`src/rtl/cpu_ctrl_seq.sv`:
```
// ---------------------------------------------------------------------------
// cpu_ctrl_seq
// Instruction sequencer for the 4-bit microprocessor. Runs a six-T-state
// fetch/execute ring and decodes the opcode nibble into the per-cycle control
// word for the PC, MAR, memory, IR, accumulator, B register, ALU and output
// register, all of which share one 8-bit bus.
//
// Ports:
//   clk        system clock, rising edge
//   clr        synchronous active-high reset (overrides every state, incl. HALT)
//   run        sequencing enable, sampled in IDLE and T6
//   opcode     IR[7:4], meaningful in T4..T6
//   zero_flag  accumulator zero flag, used in T4 of JZ
//   pc_oen / mem_oen / ir_oen / acc_oen / alu_oen   active-low bus drivers
//   pc_inc, load_pc, mar_load, ir_load, acc_load, b_load, out_load, alu_sub
//   halted     high in HALT
//   tstate     IDLE=0, T1..T6=1..6, HALT=7
//
// The state is registered; the control word is decoded combinationally from
// the state, the opcode and zero_flag. It cannot be registered: the IR is
// loaded on the edge that starts T4, and zero_flag must be seen live in T4.
// ---------------------------------------------------------------------------
module cpu_ctrl_seq #(
   parameter int unsigned OP_W = 4
) (
   input  logic            clk,
   input  logic            clr,
   input  logic            run,
   input  logic [OP_W-1:0] opcode,
   input  logic            zero_flag,
   output logic            pc_oen,
   output logic            pc_inc,
   output logic            load_pc,
   output logic            mar_load,
   output logic            mem_oen,
   output logic            ir_load,
   output logic            ir_oen,
   output logic            acc_load,
   output logic            b_load,
   output logic            out_load,
   output logic            acc_oen,
   output logic            alu_oen,
   output logic            alu_sub,
   output logic            halted,
   output logic [2:0]      tstate
);

   localparam int unsigned TS_W = 3;

   // State encoding equals the externally visible tstate value.
   typedef enum logic [TS_W-1:0] {
      ST_IDLE = 3'd0,
      ST_T1   = 3'd1,
      ST_T2   = 3'd2,
      ST_T3   = 3'd3,
      ST_T4   = 3'd4,
      ST_T5   = 3'd5,
      ST_T6   = 3'd6,
      ST_HALT = 3'd7
   } state_t;

   localparam logic [OP_W-1:0] OPC_NOP = OP_W'(4'h0);
   localparam logic [OP_W-1:0] OPC_LDA = OP_W'(4'h1);
   localparam logic [OP_W-1:0] OPC_ADD = OP_W'(4'h2);
   localparam logic [OP_W-1:0] OPC_SUB = OP_W'(4'h3);
   localparam logic [OP_W-1:0] OPC_OUT = OP_W'(4'h5);
   localparam logic [OP_W-1:0] OPC_JMP = OP_W'(4'h6);
   localparam logic [OP_W-1:0] OPC_JZ  = OP_W'(4'h7);
   localparam logic [OP_W-1:0] OPC_HLT = OP_W'(4'hF);

   state_t r_state;

   // Opcode class decodes, only meaningful while the state is T4..T6.
   logic w_is_lda;
   logic w_is_add;
   logic w_is_sub;
   logic w_is_out;
   logic w_is_jmp;
   logic w_is_jz;
   logic w_is_hlt;
   logic w_is_nop;

   always_comb begin
      w_is_lda = (opcode == OPC_LDA);
      w_is_add = (opcode == OPC_ADD);
      w_is_sub = (opcode == OPC_SUB);
      w_is_out = (opcode == OPC_OUT);
      w_is_jmp = (opcode == OPC_JMP);
      w_is_jz  = (opcode == OPC_JZ);
      w_is_hlt = (opcode == OPC_HLT);
      w_is_nop = (opcode == OPC_NOP);
   end

   // State register with next-state logic; clr wins over every state.
   always_ff @(posedge clk) begin
      if (clr) begin
         r_state <= ST_IDLE;
      end else begin
         unique case (r_state)
            ST_IDLE: r_state <= run ? ST_T1 : ST_IDLE;
            ST_T1:   r_state <= ST_T2;
            ST_T2:   r_state <= ST_T3;
            ST_T3:   r_state <= ST_T4;
            ST_T4:   r_state <= w_is_hlt ? ST_HALT : ST_T5;
            ST_T5:   r_state <= ST_T6;
            ST_T6:   r_state <= run ? ST_T1 : ST_IDLE;
            ST_HALT: r_state <= ST_HALT;
            default: r_state <= ST_IDLE;
         endcase
      end
   end

   // Control word decode. Defaults form the inactive word, so IDLE, HALT,
   // HLT's T4 and every unlisted opcode/T-state pair fall through to it.
   // At most one active-low bus driver is asserted in any arm.
   always_comb begin
      pc_oen   = 1'b1;
      mem_oen  = 1'b1;
      ir_oen   = 1'b1;
      acc_oen  = 1'b1;
      alu_oen  = 1'b1;
      pc_inc   = 1'b0;
      load_pc  = 1'b0;
      mar_load = 1'b0;
      ir_load  = 1'b0;
      acc_load = 1'b0;
      b_load   = 1'b0;
      out_load = 1'b0;
      alu_sub  = 1'b0;

      unique case (r_state)
         // Fetch: PC -> MAR, PC++, MEM -> IR.
         ST_T1: begin
            pc_oen   = 1'b0;
            mar_load = 1'b1;
         end
         ST_T2: begin
            pc_inc = 1'b1;
         end
         ST_T3: begin
            mem_oen = 1'b0;
            ir_load = 1'b1;
         end
         // Execute step 1: operand address to MAR, ACC to OUT, or jump target to PC.
         ST_T4: begin
            if (w_is_lda || w_is_add || w_is_sub) begin
               ir_oen   = 1'b0;
               mar_load = 1'b1;
            end else if (w_is_out) begin
               acc_oen  = 1'b0;
               out_load = 1'b1;
            end else if (w_is_jmp || (w_is_jz && zero_flag)) begin
               ir_oen  = 1'b0;
               load_pc = 1'b1;
            end
         end
         // Execute step 2: memory operand into ACC (LDA) or B (ADD/SUB).
         ST_T5: begin
            if (w_is_lda) begin
               mem_oen  = 1'b0;
               acc_load = 1'b1;
            end else if (w_is_add || w_is_sub) begin
               mem_oen = 1'b0;
               b_load  = 1'b1;
            end
         end
         // Execute step 3: ALU result back into ACC.
         ST_T6: begin
            if (w_is_add || w_is_sub) begin
               alu_oen  = 1'b0;
               acc_load = 1'b1;
               alu_sub  = w_is_sub;
            end
         end
         default: begin
         end
      endcase
   end

   // Status outputs follow the state directly.
   always_comb begin
      halted = (r_state == ST_HALT);
      tstate = TS_W'(r_state);
   end

   // w_is_nop is kept for readability of the decode table; NOP has no actions.
   logic w_unused;
   always_comb w_unused = w_is_nop;

endmodule

```
`config.mk`:
```
export PLATFORM = sky130hd
export DESIGN_NAME = cpu_ctrl_seq
export DESIGN_NICKNAME = d
export VERILOG_FILES = /design/src/rtl/cpu_ctrl_seq.sv
export SDC_FILE = /design/constraint.sdc
export NUM_CORES = 1
export LEC_CHECK = 0
export BUFFER_PORTS_ARGS = -buffer_cell sky130_fd_sc_hd__buf_2
export CORE_AREA = 2 2 39 41
export DETAILED_ROUTE_END_ITERATION = 16
export DIE_AREA = 0 0 41 43
export PLACE_DENSITY_LB_ADDON = 0.05
export REMOVE_ABC_BUFFERS = 1
export SYNTH_ARGS = -nofsm -noshare
export SYNTH_HDL_FRONTEND = slang
export SYNTH_SLANG_ARGS = --single-unit
```
`constraint.sdc`:
```
create_clock -name clk -period 1.15 [get_ports clk]
set_input_delay 0.0575 -clock clk [delete_from_list [all_inputs] [get_ports clk]]
set_output_delay 0.0575 -clock clk [all_outputs]
set_load 0.1 [all_outputs]
```
==> metrics <==
Mean Syn Cell Area=6.869 µm²; pins over their slew limit=0; buffer depth of the longest clock path=2; Cell variety after synth=24; type of the worst min-delay path=in -> reg; Post-Route Utilization=70.71%; via count of the first global-routing pass=491; I/O pins=25; CP Capture Point=out_load; dominant synthesized flop cell=dfxtp_1; main area contributors after synthesis=dfxtp_1, nand2b_1, nor4b_4; yosys warns=0; final period demand of the worst path=1457 ps; CTS Sinks=3; clock-pin slew reported for the worst setup and hold paths after clock tree synthesis=40 ps; cell count after synthesis=49; Net count, final=102; achievable frequency=0.6866 GHz; worst endpoint required time=1090 ps; kind of critical path=reg -> out; pin count of the biggest net entering global routing=8; fraction of the cycle the final worst path needs=126.7%; I/O Buffers=24; violations in the final reports=negative setup slack; 1st-iter DRT viols=3; antenna violations before repair=0; height of the chip=43 µm; area growth from synthesis to final layout=190.7%; TritonCTS clock tree=yes; Post-DP HPWL=925.8 µm; average wire per standard cell=11.40 µm; horizontal extent of the die=41 µm; slew of the pin with the lowest slew margin=261.0 ps; Cell Rows=14; FF-to-FF End=tstate[1]; EDFF count, synth=0; clock latency reported for the late side of the worst-skew pair=230 ps; Via density=4.670; total iterations of the first detailed-routing run=2; FF-to-FF setup slack=-10 ps; worst reg2reg startpoint=tstate[1]; final antenna-violating net count=0; number of H-tree levels=1; setup repair after global routing missed its margin=true; Register-to-Register Path Depth=5; leakage power of the design=0.4255 nW; final setup violating endpoints=16; worst slack at placement=-179.3 ps; Maximum Capacitance Violations=0; outcome=complete, but fails checks; endpoint class of the critical path=output pin; cell area after synthesis=336.6 µm²; number of buffers added by the clock tree synthesis step=3; GRT Util Overall=15.75%; setup clock skew after layout=2.476 ps; share of the yosys chip area belonging to registers=17.84%; normalized max-slew margin=82.53%; highest net fanout along the worst path=7; die area=0.001763 mm²; remaining global-route overflow=0; library cell with the largest summed area after synthesis=dfxtp_1; aggregate routed wire length=1243 µm; areal power density over the cells=959.3 mW/mm²; fillers=111; peak supply drop=763.5 µV; Post-synth ARST share=0%; Final Instance Count excl. Fillers=109; fraction of final layout cells sized beyond drive strength 1=72.04%; setup ws final=-306.5 ps; total placed cells including tap cells=101; clock root buffer master=clkbuf_4; ant diodes=0; startpoint of the most critical setup path=tstate[0]; area share of the largest cell type after synthesis=17.84%; number of synthesized register bits=3; Starting Density=24.32%; Final Hold Viols=0; vias post-DR=509; startpoint type of the worst setup path=flip-flop; drc violations=0; final weighted congestion of routability-driven global placement=0.7323; CP Data Arrival Time=1400 ps; wire length of the first global-routing pass=1904 µm; CORE AREA=0.001384 mm²
-- where the power goes --
group	total (mW)	switching (mW)	leakage, nW	internal, mW
sequential	0.142	0.0251	0.0267	0.117
clock	0.178	0.0484	0.0150	0.130
combinational	0.618	0.358	0.384	0.260
-- cell usage after synthesis (2+ instances only) --
| library cell | n |
|---|---|
| nand2b_1 | 4 |
| o21ai_0 | 3 |
| nor2b_1 | 2 |
| nor2_1 | 6 |
| nand3_1 | 2 |
| and3_1 | 2 |
| dfxtp_1 | 3 |
| nand4_1 | 2 |
| inv_1 | 5 |
| a21oi_1 | 4 |
| nand2_1 | 3 |
-- worst min-delay path by stage --
stage	from	endpoint	slack, ps	cells past startpoint
after floorplan	clr	flip-flop	130	1
after global placement	clr	tstate[1]	250	2
after detailed placement	clr	flip-flop	270	2
after CTS	clr	tstate[1]	20	2
after global routing	clr	tstate[1]	20	2
final	clr	tstate[1]	30	2
-- critical path, stage by stage, from the launching register on --
cell,delay [ps]
dfxtp_4,370
nor4b_4,330
nand4_1,190
inv_2,110
buf_12,170
-- metrics by stage --
stage	hold WS (ps)	instance area, µm²	TNS (ps)	total power, mW
after floorplan	126.6	320.3	-25600	0.4363
after global placement	249.1	790.8	-1122	0.6647
after detailed placement	266.6	790.8	-1360	0.6688
after CTS	15.13	938.4	-2676	0.9270
after global routing	18.86	978.4	-3524	0.9871
final	29.10	978.4	-2541	0.9386
-- cells in the final DEF (no fill, tap or decap) --
cell	n
buf_2	7
a21oi_2	2
and3_1	1
nand3_1	2
clkbuf_1	1
buf_12	16
nor2b_4	1
o21a_1	1
inv_1	2
inv_2	3
and2b_1	1
o21ai_2	1
xnor2_2	1
o22ai_1	1
nor4_2	1
or2b_1	1
nor3_4	1
nand4_1	2
clkbuf_4	3
nor2_4	2
nor2_2	1
nand2b_4	3
nor4b_4	1
nand2b_1	2
nand2_1	3
dfxtp_4	3
nand3b_1	1
or3_1	1
nor2b_2	1
and3_4	1
buf_6	5
buf_4	14
o21ai_1	2
nor2_1	3
a21oi_1	2
-- layout make-up --
cell class	instances	area, µm²	share of cell area, %
clock buffers	4	26.28	2.685
inverters	5	18.77	1.918
multi-input cells	39	325.3	33.25
flip-flops and latches	3	71.32	7.289
well taps	16	20.02	2.046
repair buffers	42	516.7	52.81
-- routing by layer --
metal / global-route usage (%) / wire [µm] / vias up
met3: 3.141 / 52 / 0
met1: 17.95 / 512 / 234
met2: 25.94 / 678 / 15
met5: 0 / 0 / -
met4: 8.000 / 0 / 0
li1: - / - / 260
-- kinds of logic after synthesis --
logic type	share of synthesized area, %
AND/OR/NAND/NOR	54.64
XOR/XNOR	2.603
buffers and inverters	10.41
AO/OA/AOI/OAI	14.50
flip-flops	17.84
-- what timing repair did --
action                                  CTS  global route
hold buffers                              0             0
endpoints found under the setup margin   17            17
resized for setup                        31             9
setup buffers                             4             2
pin swaps                                 6             7
Note: power is estimated with default switching activity, not from simulation.
